--- src/rtl/tlu_record_unpacker_if.sv ---
// Source-FIFO and readout-stream signals of the trigger-record unpacker.
// master = unpacker side, slave = FIFO/consumer side.
interface tlu_record_unpacker_if;
    logic        FIFO_EMPTY;
    logic [15:0] FIFO_DATA;
    logic        FIFO_READ;
    logic [31:0] DATA_OUT;
    logic        DATA_VALID;
    logic        DATA_READY;
    logic        RECORD_LAST;

    modport master (
        input  FIFO_EMPTY, FIFO_DATA, DATA_READY,
        output FIFO_READ, DATA_OUT, DATA_VALID, RECORD_LAST
    );
    modport slave (
        output FIFO_EMPTY, FIFO_DATA, DATA_READY,
        input  FIFO_READ, DATA_OUT, DATA_VALID, RECORD_LAST
    );
endinterface

--- src/rtl/tlu_record_unpacker.sv ---
// Reassembles 8x16-bit trigger records into 4x32-bit valid/ready words.
// Optional trigger-ID continuity checker enabled by defining TLU_RECORD_ID_CHECK_EN.
module tlu_record_unpacker #(
    parameter int WORDS_PER_RECORD = 8,
    parameter int ERR_CNT_WIDTH    = 16
) (
    input  logic                     BUS_CLK,
    input  logic                     BUS_RST_N,
    input  logic                     ENABLE,
    tlu_record_unpacker_if.master    bus,
    output logic [31:0]              RECORD_CNT,
    output logic [ERR_CNT_WIDTH-1:0] ID_ERR_CNT,
    output logic                     BUSY
);
    localparam logic [2:0] LAST_IDX = 3'(WORDS_PER_RECORD - 1);

    logic [2:0]  idx;
    logic [15:0] lo_reg;
    logic        out_free;
    logic        rd;
    logic        rd_hi;
    logic        rd_last;

    // Even words only need the lo_reg slot; odd words need DATA_OUT free.
    always_comb begin
        out_free = !bus.DATA_VALID || bus.DATA_READY;
        rd       = BUS_RST_N && !bus.FIFO_EMPTY && ((idx != 3'd0) || ENABLE) &&
                   (!idx[0] || out_free);
        rd_hi    = rd && idx[0];
        rd_last  = rd_hi && (idx == LAST_IDX);
    end

    assign bus.FIFO_READ = rd;
    assign BUSY          = (idx != 3'd0) || bus.DATA_VALID;

    always_ff @(posedge BUS_CLK or negedge BUS_RST_N) begin
        if (!BUS_RST_N) begin
            idx    <= 3'd0;
            lo_reg <= 16'h0;
        end else if (rd) begin
            idx <= idx + 3'd1;
            if (!idx[0]) lo_reg <= bus.FIFO_DATA;
        end
    end

    // A new HI word takes priority over clearing on acceptance.
    always_ff @(posedge BUS_CLK or negedge BUS_RST_N) begin
        if (!BUS_RST_N) begin
            bus.DATA_OUT    <= 32'h0;
            bus.DATA_VALID  <= 1'b0;
            bus.RECORD_LAST <= 1'b0;
        end else if (rd_hi) begin
            bus.DATA_OUT    <= {bus.FIFO_DATA, lo_reg};
            bus.DATA_VALID  <= 1'b1;
            bus.RECORD_LAST <= (idx == LAST_IDX);
        end else if (bus.DATA_VALID && bus.DATA_READY) begin
            bus.DATA_VALID  <= 1'b0;
            bus.RECORD_LAST <= 1'b0;
        end
    end

    always_ff @(posedge BUS_CLK or negedge BUS_RST_N) begin
        if (!BUS_RST_N)   RECORD_CNT <= 32'h0;
        else if (rd_last) RECORD_CNT <= RECORD_CNT + 32'd1;
    end

`ifdef TLU_RECORD_ID_CHECK_EN
    logic [31:0] expected_id;
    logic [31:0] rx_id;
    logic        id_seen;

    // The trigger ID low half is the even word still sitting in lo_reg.
    assign rx_id = {bus.FIFO_DATA, lo_reg};

    always_ff @(posedge BUS_CLK or negedge BUS_RST_N) begin
        if (!BUS_RST_N) begin
            expected_id <= 32'h0;
            id_seen     <= 1'b0;
            ID_ERR_CNT  <= '0;
        end else if (rd_last) begin
            expected_id <= rx_id;
            id_seen     <= 1'b1;
            if (id_seen && (rx_id != expected_id + 32'd1) && (ID_ERR_CNT != '1))
                ID_ERR_CNT <= ID_ERR_CNT + ERR_CNT_WIDTH'(1);
        end
    end
`else
    assign ID_ERR_CNT = '0;
`endif
endmodule

--- src/flat_wrapper.sv ---
// flat-port wrapper written by rule: the top's interface ports become plain ports
module tlu_record_unpacker_flat 
#(
    parameter int WORDS_PER_RECORD = 8,
    parameter int ERR_CNT_WIDTH    = 16
)
  (BUS_CLK, BUS_RST_N, ENABLE, RECORD_CNT, ID_ERR_CNT, BUSY, bus_FIFO_EMPTY, bus_FIFO_DATA, bus_DATA_READY, bus_FIFO_READ, bus_DATA_OUT, bus_DATA_VALID, bus_RECORD_LAST);
  tlu_record_unpacker_if bus_i ();
  input  logic BUS_CLK;
  input  logic BUS_RST_N;
  input  logic ENABLE;
  output logic [31:0] RECORD_CNT;
  output logic [ERR_CNT_WIDTH-1:0] ID_ERR_CNT;
  output logic BUSY;
  input wire logic [$bits(bus_i.FIFO_EMPTY)-1:0] bus_FIFO_EMPTY;
  input wire logic [$bits(bus_i.FIFO_DATA)-1:0] bus_FIFO_DATA;
  input wire logic [$bits(bus_i.DATA_READY)-1:0] bus_DATA_READY;
  output wire logic [$bits(bus_i.FIFO_READ)-1:0] bus_FIFO_READ;
  output wire logic [$bits(bus_i.DATA_OUT)-1:0] bus_DATA_OUT;
  output wire logic [$bits(bus_i.DATA_VALID)-1:0] bus_DATA_VALID;
  output wire logic [$bits(bus_i.RECORD_LAST)-1:0] bus_RECORD_LAST;
  assign bus_i.FIFO_EMPTY = bus_FIFO_EMPTY;
  assign bus_i.FIFO_DATA = bus_FIFO_DATA;
  assign bus_i.DATA_READY = bus_DATA_READY;
  assign bus_FIFO_READ = bus_i.FIFO_READ;
  assign bus_DATA_OUT = bus_i.DATA_OUT;
  assign bus_DATA_VALID = bus_i.DATA_VALID;
  assign bus_RECORD_LAST = bus_i.RECORD_LAST;
  tlu_record_unpacker #(.WORDS_PER_RECORD(WORDS_PER_RECORD), .ERR_CNT_WIDTH(ERR_CNT_WIDTH)) u_core (.BUS_CLK(BUS_CLK), .BUS_RST_N(BUS_RST_N), .ENABLE(ENABLE), .bus(bus_i), .RECORD_CNT(RECORD_CNT), .ID_ERR_CNT(ID_ERR_CNT), .BUSY(BUSY));
endmodule
--- config.mk ---
export PLATFORM = sky130hd
export DESIGN_NAME = tlu_record_unpacker_flat
export DESIGN_NICKNAME = d
export VERILOG_FILES = /design/src/rtl/tlu_record_unpacker_if.sv /design/src/rtl/tlu_record_unpacker.sv /design/src/flat_wrapper.sv
export SDC_FILE = /design/constraint.sdc
export NUM_CORES = 1
export LEC_CHECK = 0
export ABC_AREA = 0
export BUFFER_PORTS_ARGS = -buffer_cell sky130_fd_sc_hd__buf_2
export CAP_MARGIN = 20
export CORE_ASPECT_RATIO = 0.9
export CORE_MARGIN = 4
export CORE_UTILIZATION = 30
export CTS_CLUSTER_DIAMETER = 60
export DETAILED_ROUTE_END_ITERATION = 12
export GPL_TIMING_DRIVEN = 1
export PLACE_DENSITY = 0.62
export SLEW_MARGIN = 30
export SYNTH_ARGS = -nofsm -noshare
export SYNTH_HDL_FRONTEND = slang
export SYNTH_SLANG_ARGS = --single-unit
--- constraint.sdc ---
create_clock -name BUS_CLK -period 2.7 [get_ports BUS_CLK]
set_clock_uncertainty 0.1 [all_clocks]
set_input_delay 0.27 -clock BUS_CLK [delete_from_list [all_inputs] [get_ports BUS_CLK]]
set_output_delay 0.27 -clock BUS_CLK [all_outputs]
set_load 0.02 [all_outputs]
; ---- Word-level counts from Yosys, hierarchy flattened
; Index checks and enable logic that the tools add are counted.
[totals]
ff_bits = 85
input_bits = 21
out_inout_bits = 84
elab_cells = 29
[classes]
add_sub_neg = 2
eq_ne = 1
mux = 3
n_bitwise = 1
n_reduce_logical = 16
[ops]
columns = op, count
row1 = "adder 32 x 1 -> 32 bit, second input constant", 1
row2 = logical AND 1 bit, 6
row3 = logical OR 1 bit, 4
row4 = "adder 3 x 1 -> 3 bit, second input constant", 1
row5 = "== test 3 bit, second input constant", 1
row6 = logical NOT 1 bit, 3
row7 = 2-to-1 mux 1 bit, 3
row8 = nonzero test 3 bit, 1
row9 = AND reduction 2 bit, 1
row10 = nonzero test 2 bit, 1
row11 = NOT 1 bit, 1

; ---- Depth between registers and ports, before layout
[depth]
word_depth = 6
mapped_depth = 7
ltp_nobuf = 6

; ---- Least setup slack after synthesis
; No wires, ideal clock.
[synth_path]
path_kind = register to register
start = reg u_core.idx[0]
end = reg u_core.lo_reg[10]
setup_time_ns = 0.125
arrival_time_ns = 1.909
required_ns = 2.475
slack_ns = 0.566
stages_incl_launch_ff = 8
path_buffers = 1
period_less_slack_ns = 2.134
cell_sequence = dfrtp_1 > inv_1 > ha_1 > or3b_2 > nand2_2 > nor2_1 > buf_2 > mux2_2
[synth_between]
elab_chain_len = 5
word_cells_on_any_way = 8
cone_classes = 1 x bitwise / 7 x reduce/logical
[synth_rtl]
columns = item, line
row1 = from (decl), tlu_record_unpacker.sv:17  ; logic [2:0] idx;
row2 = from (signal assigned), tlu_record_unpacker.sv:41  ; idx <= idx + 3'd1;
row3 = nonzero test 3 bit, tlu_record_unpacker.sv:27  ; rd = BUS_RST_N && !bus.FIFO_EMPTY && ((idx != 3'd0) || ENABLE) &&
row4 = logical OR 1 bit, tlu_record_unpacker.sv:27
row5 = logical AND 1 bit (2 in series), tlu_record_unpacker.sv:27
row6 = AND reduction 2 bit (no line) *, --
row7 = to (signal assigned), tlu_record_unpacker.sv:42  ; if (!idx[0]) lo_reg <= bus.FIFO_DATA;
row8 = to (decl), tlu_record_unpacker.sv:18  ; logic [15:0] lo_reg;
; Every way passes the cells marked *; elsewhere a longest branch is shown, timed or not.
; A chain may end at the register's enable or synchronous reset.

; ---- Final worst setup path
[layout_path]
start = reg u_core.idx[0]
end = out bus_FIFO_READ
[layout_between]
elab_chain_len = 4
word_cells_on_any_way = 6
cone_classes = 6 x reduce/logical
[layout_rtl]
columns = item, line
row1 = nonzero test 3 bit, tlu_record_unpacker.sv:27
row2 = logical OR 1 bit, tlu_record_unpacker.sv:27
row3 = logical AND 1 bit, tlu_record_unpacker.sv:27
row4 = logical AND 1 bit *, tlu_record_unpacker.sv:27
row5 = to (decl), flat_wrapper.sv:18  ; output wire logic [$bits(bus_i.FIFO_READ)-1:0] bus_FIFO_READ;
; Marked as above.

==> parameters.txt <==
Parameter                              Value

Global route
  Vias in the first global route    2620
  Overflow after GRT    0
  Antenna violations before repair    0
  Largest net degree at the start of global routing    46
  Gr usage total    0.120
  Wire length of the first global-routing pass    13.6 mm

Routing
  Drt pass-1 iters    4
  Routed length on met3    457 µm
  DR vias/cell    4.67
  Post-Route WL    8.12 mm
  Top sig layer    met4
  DR iter-0 viols    130
  Overall via count from detail_route    2589
  Routed len/inst    14.6 µm
  Detailed-route wire length on metal 1    3.77 mm
  Detailed route wirelength on metal2    3.63 mm
  Post-detailed-route count of antenna-violating nets    0
  DRC violations left    0

Timing
  Pins over their slew limit    0
  RSZ-0062 raised after global routing    no
  Hold violation total from the final report    0
  Clock period minus final worst setup slack    2410 ps
  Maximum clock frequency    414 MHz
  Final worst hold slack    76.7 ps
  # setup viols final    0
  Relative max-transition margin    0.500
  Part of the cycle the worst path needs    0.894
  Setup_tns    0 ps
  Slew @ Worst Pin    743 ps

Die
  Chip Height    114 µm
  Area of the core region    12200 µm²
  Starting utilization of the core area    0.309
  Site Rows    38
  Die X-Extent    126 µm
  Count of boundary I/O pins    105
  Die Footprint    14400 µm²

CTS
  Max Root-Sink Buffers    2
  CTS tree    done
  Post-CTS clock slew at the launch and capture registers of the worst setup and hold paths    60 ps
  Clock insertion delay at the later pin of the skew report    340 ps
  Post-CTS setup buffer count    0
  Number of levels in the clock H-tree    3
  CTS Root Buffer Type    clkbuf_16
  Clock sinks    85
  Number of buffers created by CTS    9

Yosys
  Post-synthesis cell count    292
  Number of synthesized flops with an enable pin    0
  Dominant cells by area after synthesis    dfrtp_1, mux2_2, xor2_1, buf_4, xnor2_1
  Share of synthesized area occupied by flip-flops and latches    0.565
  Area fraction in compound gates after synthesis    0.00565
  Synth cell types    34
  Share of flip-flops with an asynchronous set or reset    1.00
  Share of the synthesized area in the top cell type    0.565
  Post-synthesis sequential element count    85
  Cell taking the most area after synthesis    dfrtp_1
  Leading post-synthesis cells by instance count    dfrtp_1, mux2_2, xor2_1
  Primary FF master, synth    dfrtp_1
  Combinational family with the most area after synthesis    multiplexers
  Adder and majority gate portion of the synthesized area    0.0133
  Netlist Area Pre-Place    3760 µm²
  Simple-Gate Fraction of Synth Area    0.147
  Synthesis warning total    0
  Avg Synthesized Cell Area    12.9 µm²
  Post-Synth XOR/XNOR Area    0.0721
  Most repeated cell in the gate-level netlist after synthesis    dfrtp_1
  Post-synthesis mux area share    0.153

Critical path
  Worst reg2reg setup slack    410 ps
  Kind of cell with the highest combined delay on the critical path    simple AND/OR/NAND/NOR gates
  Arrival time at the worst endpoint    2040 ps
  Worst Setup Start Kind    flop
  Highest cell delay on the worst timing path    480 ps
  Crit Path Class    flop to output pin
  Data required, critical path    2330 ps
  CP Cell Sequence    inv_1 > ha_1 > or3b_2 > nand2_2 > a21oi_1 > buf_2
  WP buf/inv    2
  Slowest cell on the critical path    or3b_2
  Sort of element at the end of the critical path    output pin
  Max Fanout on Critical Path    9

Pwr
  Share of total power in combinational logic    0.294
  Sequential group share of total power    0.430
  Worst vdd rail ir drop    493 µV
  Power per unit of standard cell area    957 nW/µm²
  Clock power frac    0.276
  Switching share of total power    0.320
  Switching power summed over all nets    1.43 mW
  Internal power component    3.04 mW
  Leakage component of the power    2.25 nW

Finish
  Ratio of cells with drive above 1 in the final layout    0.437
  Net count of the finished layout    415
  Count of antenna diodes in the layout    0
  Area occupied by multi-input gates    1540 µm²
  Area Overhead vs Synth    24.3%
  Sequential cell area    2130 µm²
  Fill cell total of the finished layout    1186

Placement
  I/O Buffers    88
  Weighted congestion reported at the end of routability-driven placement    0.806
  Half-perimeter wire length after detailed placement    6.08 mm

Outcome
  Run status    complete, no violations

Run
  Max-capacitance violation count    0

Min path
  Hold Crit Class    input port to flop
-- routing by layer --
layer	GRT usage	up-vias
li1	-	1214
met1	0.159	1282
met2	0.179	76
met3	0.0322	17
met4	0.0679	0
met5	0	-
-- cell type report --
type                            count  area share
Multi-Input combinational cell    196       0.329
Timing Repair Buffer               96       0.108
Clock inverter                      4      0.0102
Tap cell                          160      0.0428
Inverter                            2     0.00160
Sequential cell                    85       0.455
Clock buffer                       11      0.0540
-- cell usage in the layout (no fill, tap or decap), types with 3 or more instances in the layout --
cell	Yosys	routed
and4_1	6	6
buf_4	16	8
clkbuf_16	0	9
xor2_1	18	18
nand2_1	14	14
buf_2	5	87
or3_1	4	4
dfrtp_1	85	85
conb_1	1	16
nand4_1	11	11
nor3_1	5	5
mux2_2	51	51
xnor2_1	13	13
nand3_1	15	14
nor4_1	15	15
nor2_1	4	3
ha_1	4	4
-- what timing repair did --
item	in CTS	in global routing
endpoints found under the hold margin	85	0
gates resized for setup	0	0
hold buffers	1	0
-- worst reg2reg max path: cells and delay by family (launching register included) --
family / cells / cell delay, ps
simple gates: 3 / 660
flops: 1 / 440
buf+inv: 2 / 410
mux: 1 / 390
fa+ha+maj: 1 / 180
-- cells by family after synthesis --
kind of cell               count (synthesis)
other                                      1
muxes                                     51
xor gates and xnor gates                  31
AOI/OAI and AO/OA                          3
buffers and inverters                     26
and+or+nand+nor                           91
DFF                                       85
adders and majority gates                  4
-- final timing paths --
check / cells past startpoint / startpoint / end
hold / removal: 2 / bus_FIFO_DATA[15] / u_core.bus.DATA_OUT[31]
hold reg to reg: 1 / u_core.RECORD_CNT[31] / u_core.RECORD_CNT[31]
setup / recovery: 6 / u_core.idx[0] / bus_FIFO_READ
setup reg to reg: 7 / u_core.idx[0] / u_core.bus.DATA_OUT[7]
max in group asynchronous: 3 / BUS_RST_N / u_core.bus.DATA_OUT[14]
min in group asynchronous: 3 / BUS_RST_N / u_core.idx[1]
-- power by group through the flow --
stage	Sequential, mW	Clock (mW)	Combinational (mW)
5_1_grt	1.99	1.34	1.44
6_report	1.92	1.24	1.32
2_1_floorplan	2.26	0	0.560
3_5_place_dp	1.95	0	1.34
4_1_cts	1.93	1.28	1.34
3_3_place_gp	1.94	0	1.31
-- per-stage QoR --
stage,power (mW),instance area (µm²),utilization,std cells,setup WS [ps]
2_1_floorplan,2.82,3820,-,307,566
3_3_place_gp,3.24,4370,0.359,538,498
3_5_place_dp,3.29,4370,0.359,538,420
4_1_cts,4.56,4680,0.384,554,258
5_1_grt,4.77,4680,0.384,554,130
6_report,4.48,4680,0.384,554,286
Power figures use the tool's default switching activity.
